<file path="config.mk">
export PLATFORM = sky130hd
export DESIGN_NAME = mult_share_arbiter
export DESIGN_NICKNAME = d
export VERILOG_FILES = /design/src/rtl/mult_share_pkg.sv /design/src/rtl/mult_share_mult.sv /design/src/rtl/mult_share_rr_pick.sv /design/src/rtl/mult_share_arbiter.sv
export SDC_FILE = /design/constraint.sdc
export NUM_CORES = 1
export LEC_CHECK = 0
export CAP_MARGIN = 20
export CORE_ASPECT_RATIO = 1.4
export CORE_UTILIZATION = 45
export DETAILED_ROUTE_END_ITERATION = 6
export PLACE_DENSITY = 0.76
export SYNTH_ARGS = -nofsm -noshare
export SYNTH_HDL_FRONTEND = slang
export SYNTH_SLANG_ARGS = --single-unit
</file>
<file path="constraint.sdc">
create_clock -name Clk -period 8.54 [get_ports Clk]
set_input_delay 1.708 -clock Clk [delete_from_list [all_inputs] [get_ports Clk]]
set_output_delay 1.708 -clock Clk [all_outputs]
set_load 0.02 [all_outputs]
</file>
<file path="src/rtl/mult_share_pkg.sv">
// Shared constants for the multiplier-sharing arbiter and its helpers.
package mult_share_pkg;

    localparam int OP_W    = 19;
    localparam int RES_W   = 37;
    localparam int MAX_REQ = 8;
    localparam int IDX_W   = 3;

    localparam logic [RES_W-1:0] SAT_POS = 37'h0F_FFFF_FFFF;
    localparam logic [OP_W-1:0]  OP_MIN  = 19'h4_0000;

endpackage

</file>
<file path="src/rtl/mult_share_mult.sv">
// Combinational 19x19 signed multiplier with a 37-bit product.
// Only (-2^18)*(-2^18) overflows the product width; that case saturates.
module mult
    import mult_share_pkg::*;
(
    input  logic signed [OP_W-1:0]  a,
    input  logic signed [OP_W-1:0]  b,
    output logic signed [RES_W-1:0] y
);

    logic signed [2*OP_W-1:0] full;

    assign full = a * b;
    assign y    = ((a == OP_MIN) && (b == OP_MIN)) ? SAT_POS : full[RES_W-1:0];

endmodule

</file>
<file path="src/rtl/mult_share_rr_pick.sv">
// One-hot priority picker: the first set request at or after start wins,
// wrapping around. start must be less than N.
module rr_pick
    import mult_share_pkg::*;
#(
    parameter int N = 4
) (
    input  logic [N-1:0]     req,
    input  logic [IDX_W-1:0] start,
    output logic [N-1:0]     grant,
    output logic             any
);

    logic [2*N-1:0] req_dbl;
    logic [2*N-1:0] gnt_dbl;
    logic [N-1:0]   req_rot;
    logic [N-1:0]   gnt_rot;

    // Rotate so start sits at bit 0, isolate the lowest set bit, rotate back.
    assign req_dbl = {req, req};
    assign req_rot = N'(req_dbl >> start);
    assign gnt_rot = req_rot & (~req_rot + N'(1));
    assign gnt_dbl = {gnt_rot, gnt_rot} << start;
    assign grant   = gnt_dbl[2*N-1:N];
    assign any     = |req;

endmodule

</file>
<file path="src/rtl/mult_share_arbiter.sv">
// Shares one 19x19 signed multiplier among NUM_REQ requesters with a fixed
// 2-cycle latency. Define MULT_SHARE_ROUND_ROBIN_EN for round-robin priority;
// otherwise the lowest requester index always wins.
module mult_share_arbiter
    import mult_share_pkg::*;
#(
    parameter int NUM_REQ = 4
) (
    input  logic                    Clk,
    input  logic                    Reset,
    input  logic [NUM_REQ-1:0]      Req_Valid,
    output logic [NUM_REQ-1:0]      Req_Ready,
    input  logic [NUM_REQ*OP_W-1:0] Req_A,
    input  logic [NUM_REQ*OP_W-1:0] Req_B,
    output logic [NUM_REQ-1:0]      Res_Valid,
    output logic [RES_W-1:0]        Res_Y,
    output logic                    Busy
);

    logic [NUM_REQ-1:0]     req_gated;
    logic [NUM_REQ-1:0]     grant;
    logic                   accept;
    logic [IDX_W-1:0]       start_idx;
    logic [OP_W-1:0]        a_arr [NUM_REQ];
    logic [OP_W-1:0]        b_arr [NUM_REQ];
    logic [OP_W-1:0]        sel_a;
    logic [OP_W-1:0]        sel_b;
    logic signed [OP_W-1:0] s1_a_reg;
    logic signed [OP_W-1:0] s1_b_reg;
    logic [NUM_REQ-1:0]     s1_id_reg;
    logic                   s1_valid_reg;
    logic [NUM_REQ-1:0]     res_valid_reg;
    logic [RES_W-1:0]       res_y_reg;
    logic signed [RES_W-1:0] mult_y;

    // Nothing is granted while reset is asserted.
    assign req_gated = Reset ? '0 : Req_Valid;

    rr_pick #(.N(NUM_REQ)) u_pick (
        .req   (req_gated),
        .start (start_idx),
        .grant (grant),
        .any   (accept)
    );

    assign Req_Ready = grant;

`ifdef MULT_SHARE_ROUND_ROBIN_EN
    logic [IDX_W-1:0] ptr_reg;
    logic [IDX_W-1:0] ptr_next;
    logic [IDX_W-1:0] grant_idx;

    always_comb begin
        grant_idx = '0;
        for (int i = 0; i < NUM_REQ; i++) begin
            if (grant[i]) begin
                grant_idx = IDX_W'(i);
            end
        end
        ptr_next = ptr_reg;
        if (accept) begin
            ptr_next = (grant_idx == IDX_W'(NUM_REQ - 1)) ? '0 : grant_idx + 1'b1;
        end
    end

    always_ff @(posedge Clk) begin
        if (Reset) begin
            ptr_reg <= '0;
        end else begin
            ptr_reg <= ptr_next;
        end
    end

    assign start_idx = ptr_reg;
`else
    assign start_idx = '0;
`endif

    genvar gi;
    generate
        for (gi = 0; gi < NUM_REQ; gi++) begin : g_unpack
            assign a_arr[gi] = Req_A[gi*OP_W +: OP_W];
            assign b_arr[gi] = Req_B[gi*OP_W +: OP_W];
        end
    endgenerate

    // Grant is one-hot, so an AND-OR mux selects the winner's operands.
    always_comb begin
        sel_a = '0;
        sel_b = '0;
        for (int i = 0; i < NUM_REQ; i++) begin
            if (grant[i]) begin
                sel_a = sel_a | a_arr[i];
                sel_b = sel_b | b_arr[i];
            end
        end
    end

    always_ff @(posedge Clk) begin
        if (Reset) begin
            s1_a_reg     <= '0;
            s1_b_reg     <= '0;
            s1_id_reg    <= '0;
            s1_valid_reg <= 1'b0;
        end else begin
            s1_valid_reg <= accept;
            s1_id_reg    <= grant;
            if (accept) begin
                s1_a_reg <= sel_a;
                s1_b_reg <= sel_b;
            end
        end
    end

    mult u_mult (
        .a (s1_a_reg),
        .b (s1_b_reg),
        .y (mult_y)
    );

    // The product bus holds its last value between results.
    always_ff @(posedge Clk) begin
        if (Reset) begin
            res_valid_reg <= '0;
            res_y_reg     <= '0;
        end else begin
            res_valid_reg <= s1_valid_reg ? s1_id_reg : '0;
            if (s1_valid_reg) begin
                res_y_reg <= mult_y;
            end
        end
    end

    assign Res_Valid = res_valid_reg;
    assign Res_Y     = res_y_reg;
    assign Busy      = s1_valid_reg | (|res_valid_reg);

endmodule

</file>
==> run metrics <==
outcome=complete, but fails checks; violated checks=design-rule violations; WL/cell=21.1 µm; Routed Antenna Nets=0; crit path kind=register to register; die width=165 µm; worst-skew pair later-pin latency=370 ps; element type at the critical path end=register; drt total wl=51,400 µm; period utilisation layout=86.3%; GRT overflow=0; final hold violation count=0; drt first pass iters=7; min Tclk post-route=7370 ps; post-route worst setup slack=1170 ps; RSZ-0062 raised after global routing=false; Starting DRT DRC Count=1,021; Tot Pwr=3970 µW; ys flop type=dfxtp_1; GRT Util Overall=28.0%; Worst Skew=16.3 ps; clock buffer count from CTS=9; GPL Wtd Cong=0.928; IO Pins=204; vias in the first global route=15,200; fin. max-slew vios=0; first-pass GRT wire length=80,300 µm; power per cell area=204 nW/µm²; cts hold-fix bufs=0; Peak Freq=136 MHz; Die Ht=231 µm; Syn. warnings=0; post_cts resized=0; Seq/Total Area, Yosys=10.0%; Avg Cell Area, Syn=9.13 µm²; HPWL Detailed=40,600 µm; FFs w/ async S/R, synth=0%; startpoint types=register; layout cell share with drive strength beyond 1=2.70%; number of synthesized flops with an enable pin=0; VDD IR-drop max=0.212 mV; port bufs=203; Max H-tree Level=3; Max-Cap Viols=0; Leak=0.00931 µW; Final TNS setup=0 ps; final net count=2,591; Cell Area, Synth=16,800 µm²; dpl cells=2,416; CP Data Arrival Time=7650 ps; die area=38,200 µm²; Post-Place Setup Slack=1340 ps; post-route insts no fill=2,434; most frequent cells in the layout=363 x fa_1, 358 x inv_1, 202 x clkdlybuf4s50_1; Starting Density=45.8%; Num Clock Sinks=84; synth unique cells=50; core box area=36,800 µm²; Via Count=13,700; Worst Max-Slew Pin Slew=1100 ps; area added between synthesis and finish=15.8%; cell count after synthesis=1,842; Finished Core Util=53.0%; Vias/cell=5.65; Req. time, crit path=8820 ps; Final Setup Violations=0; CTS Buffer Depth=2; post-CTS setup buffers=0; syn nets=2,473; commonest non-fill, non-tap cell in the layout=fa_1; Slew headroom=26.5%; initial antenna violation count=2; root buf cell=clkbuf_16; #FFs+latches synth=84; Clk pin slew, worst setup/hold paths=80 ps; CTS tree=done; DRC viols=33; CP Max Fanout=21; Hold Path Class=register to register; Row Count=83; largest net degree at the start of global routing=56; max FFs per register=37
[power breakdown]
part | internal, µW | switching (µW) | total (µW)
Combinational | 1270 | 1710 | 2980
Sequential | 459 | 118 | 577
Clock | 209 | 209 | 418
Total | 1930 | 2040 | 3970
[stage by stage]
| stage | hold WS [ps] | instance area, µm² |
|---|---|---|
| after floorplan | 406 | 16800 |
| after global placement | 417 | 19200 |
| after detailed placement | 418 | 19200 |
| after CTS | 421 | 19500 |
| after global routing | 437 | 19500 |
| final | 420 | 19500 |
[worst max-delay path: stages, from the launching register on]
cell and delay [ps]:
dfxtp_1 880, nand2_1 290, fa_1 710, fa_1 480, fa_1 860, inv_1 260
fa_1 520, fa_1 570, fa_1 410, ha_1 290, ha_1 390, a21oi_1 90
o21ai_0 480, a2111oi_2 140, nor3_2 350, a21boi_0 170, xor2_1 170, a211oi_1 230
[final timing paths]
path	startpoint	end	slack, ps	depth (start not counted)
worst max-delay path	s1_b_reg[1]	Res_Y[34]	1170	17
worst min-delay path	s1_id_reg[1]	Res_Valid[1]	420	1
worst max register to register	s1_b_reg[1]	Res_Y[34]	1170	17
worst min register to register	s1_id_reg[1]	Res_Valid[1]	420	1
[cells in the mapped netlist (all sizes together) (2+ instances only)]
cell type | count | area (µm²)
xnor2 | 32 | 280
a221oi | 11 | 96.3
a31oi | 2 | 12.5
o21a | 8 | 60.1
clkbuf | 116 | 435
inv | 358 | 1340
nor3b | 4 | 30.0
a21o | 4 | 31.3
fa | 363 | 7270
a222oi | 38 | 380
o31ai | 3 | 22.5
a21oi | 35 | 179
and2 | 189 | 1180
a2bb2oi | 2 | 17.5
nor2 | 95 | 357
o211ai | 2 | 15.0
ha | 110 | 1380
buf | 2 | 15.0
nand3 | 7 | 35.0
nor4 | 8 | 50.1
nand2b | 7 | 43.8
a211oi | 61 | 468
nand2 | 183 | 687
o21bai | 3 | 22.5
nand4 | 5 | 31.3
nor2b | 18 | 113
nor4b | 3 | 26.3
o21ai | 58 | 290
dfxtp | 84 | 1680
xor2 | 12 | 105
or2 | 2 | 12.5
nor3 | 6 | 35.0
[metal layers]
layer  track usage, %  part of all wire, %  up-vias
met5                0                    0        -
met4             19.7                  8.0        0
met3             4.11                  6.6      214
met2             49.2                   52      633
met1             30.4                   34     6957
li1                 -                    -     5940
[cell type report]
| type | count | area, µm² |
|---|---|---|
| multi-input combinational | 1282 | 13400 |
| inverter | 358 | 1340 |
| clock inverter | 7 | 76.3 |
| timing repair buffer | 225 | 2190 |
| sequential | 84 | 1680 |
| fill | 3271 | 17300 |
| antenna | 2 | 5.00 |
| tap | 467 | 584 |
| clock buffer | 9 | 225 |
[cells by family (layout without fill, tap and decap cells)]
group                    count (synthesis)  count (layout)  synth area share, %
buffers and inverters                  476             599                 10.7
AO/OA/AOI/OAI                          237             237                 10.1
flip-flops                              84              84                 10.0
adder cells (fa/ha/maj)                473             473                 51.4
AND/OR/NAND/NOR                        528             528                 15.5
XOR/XNOR                                44              44                 2.29
other                                    0               2                    0
Power figures use the tool's default switching activity.
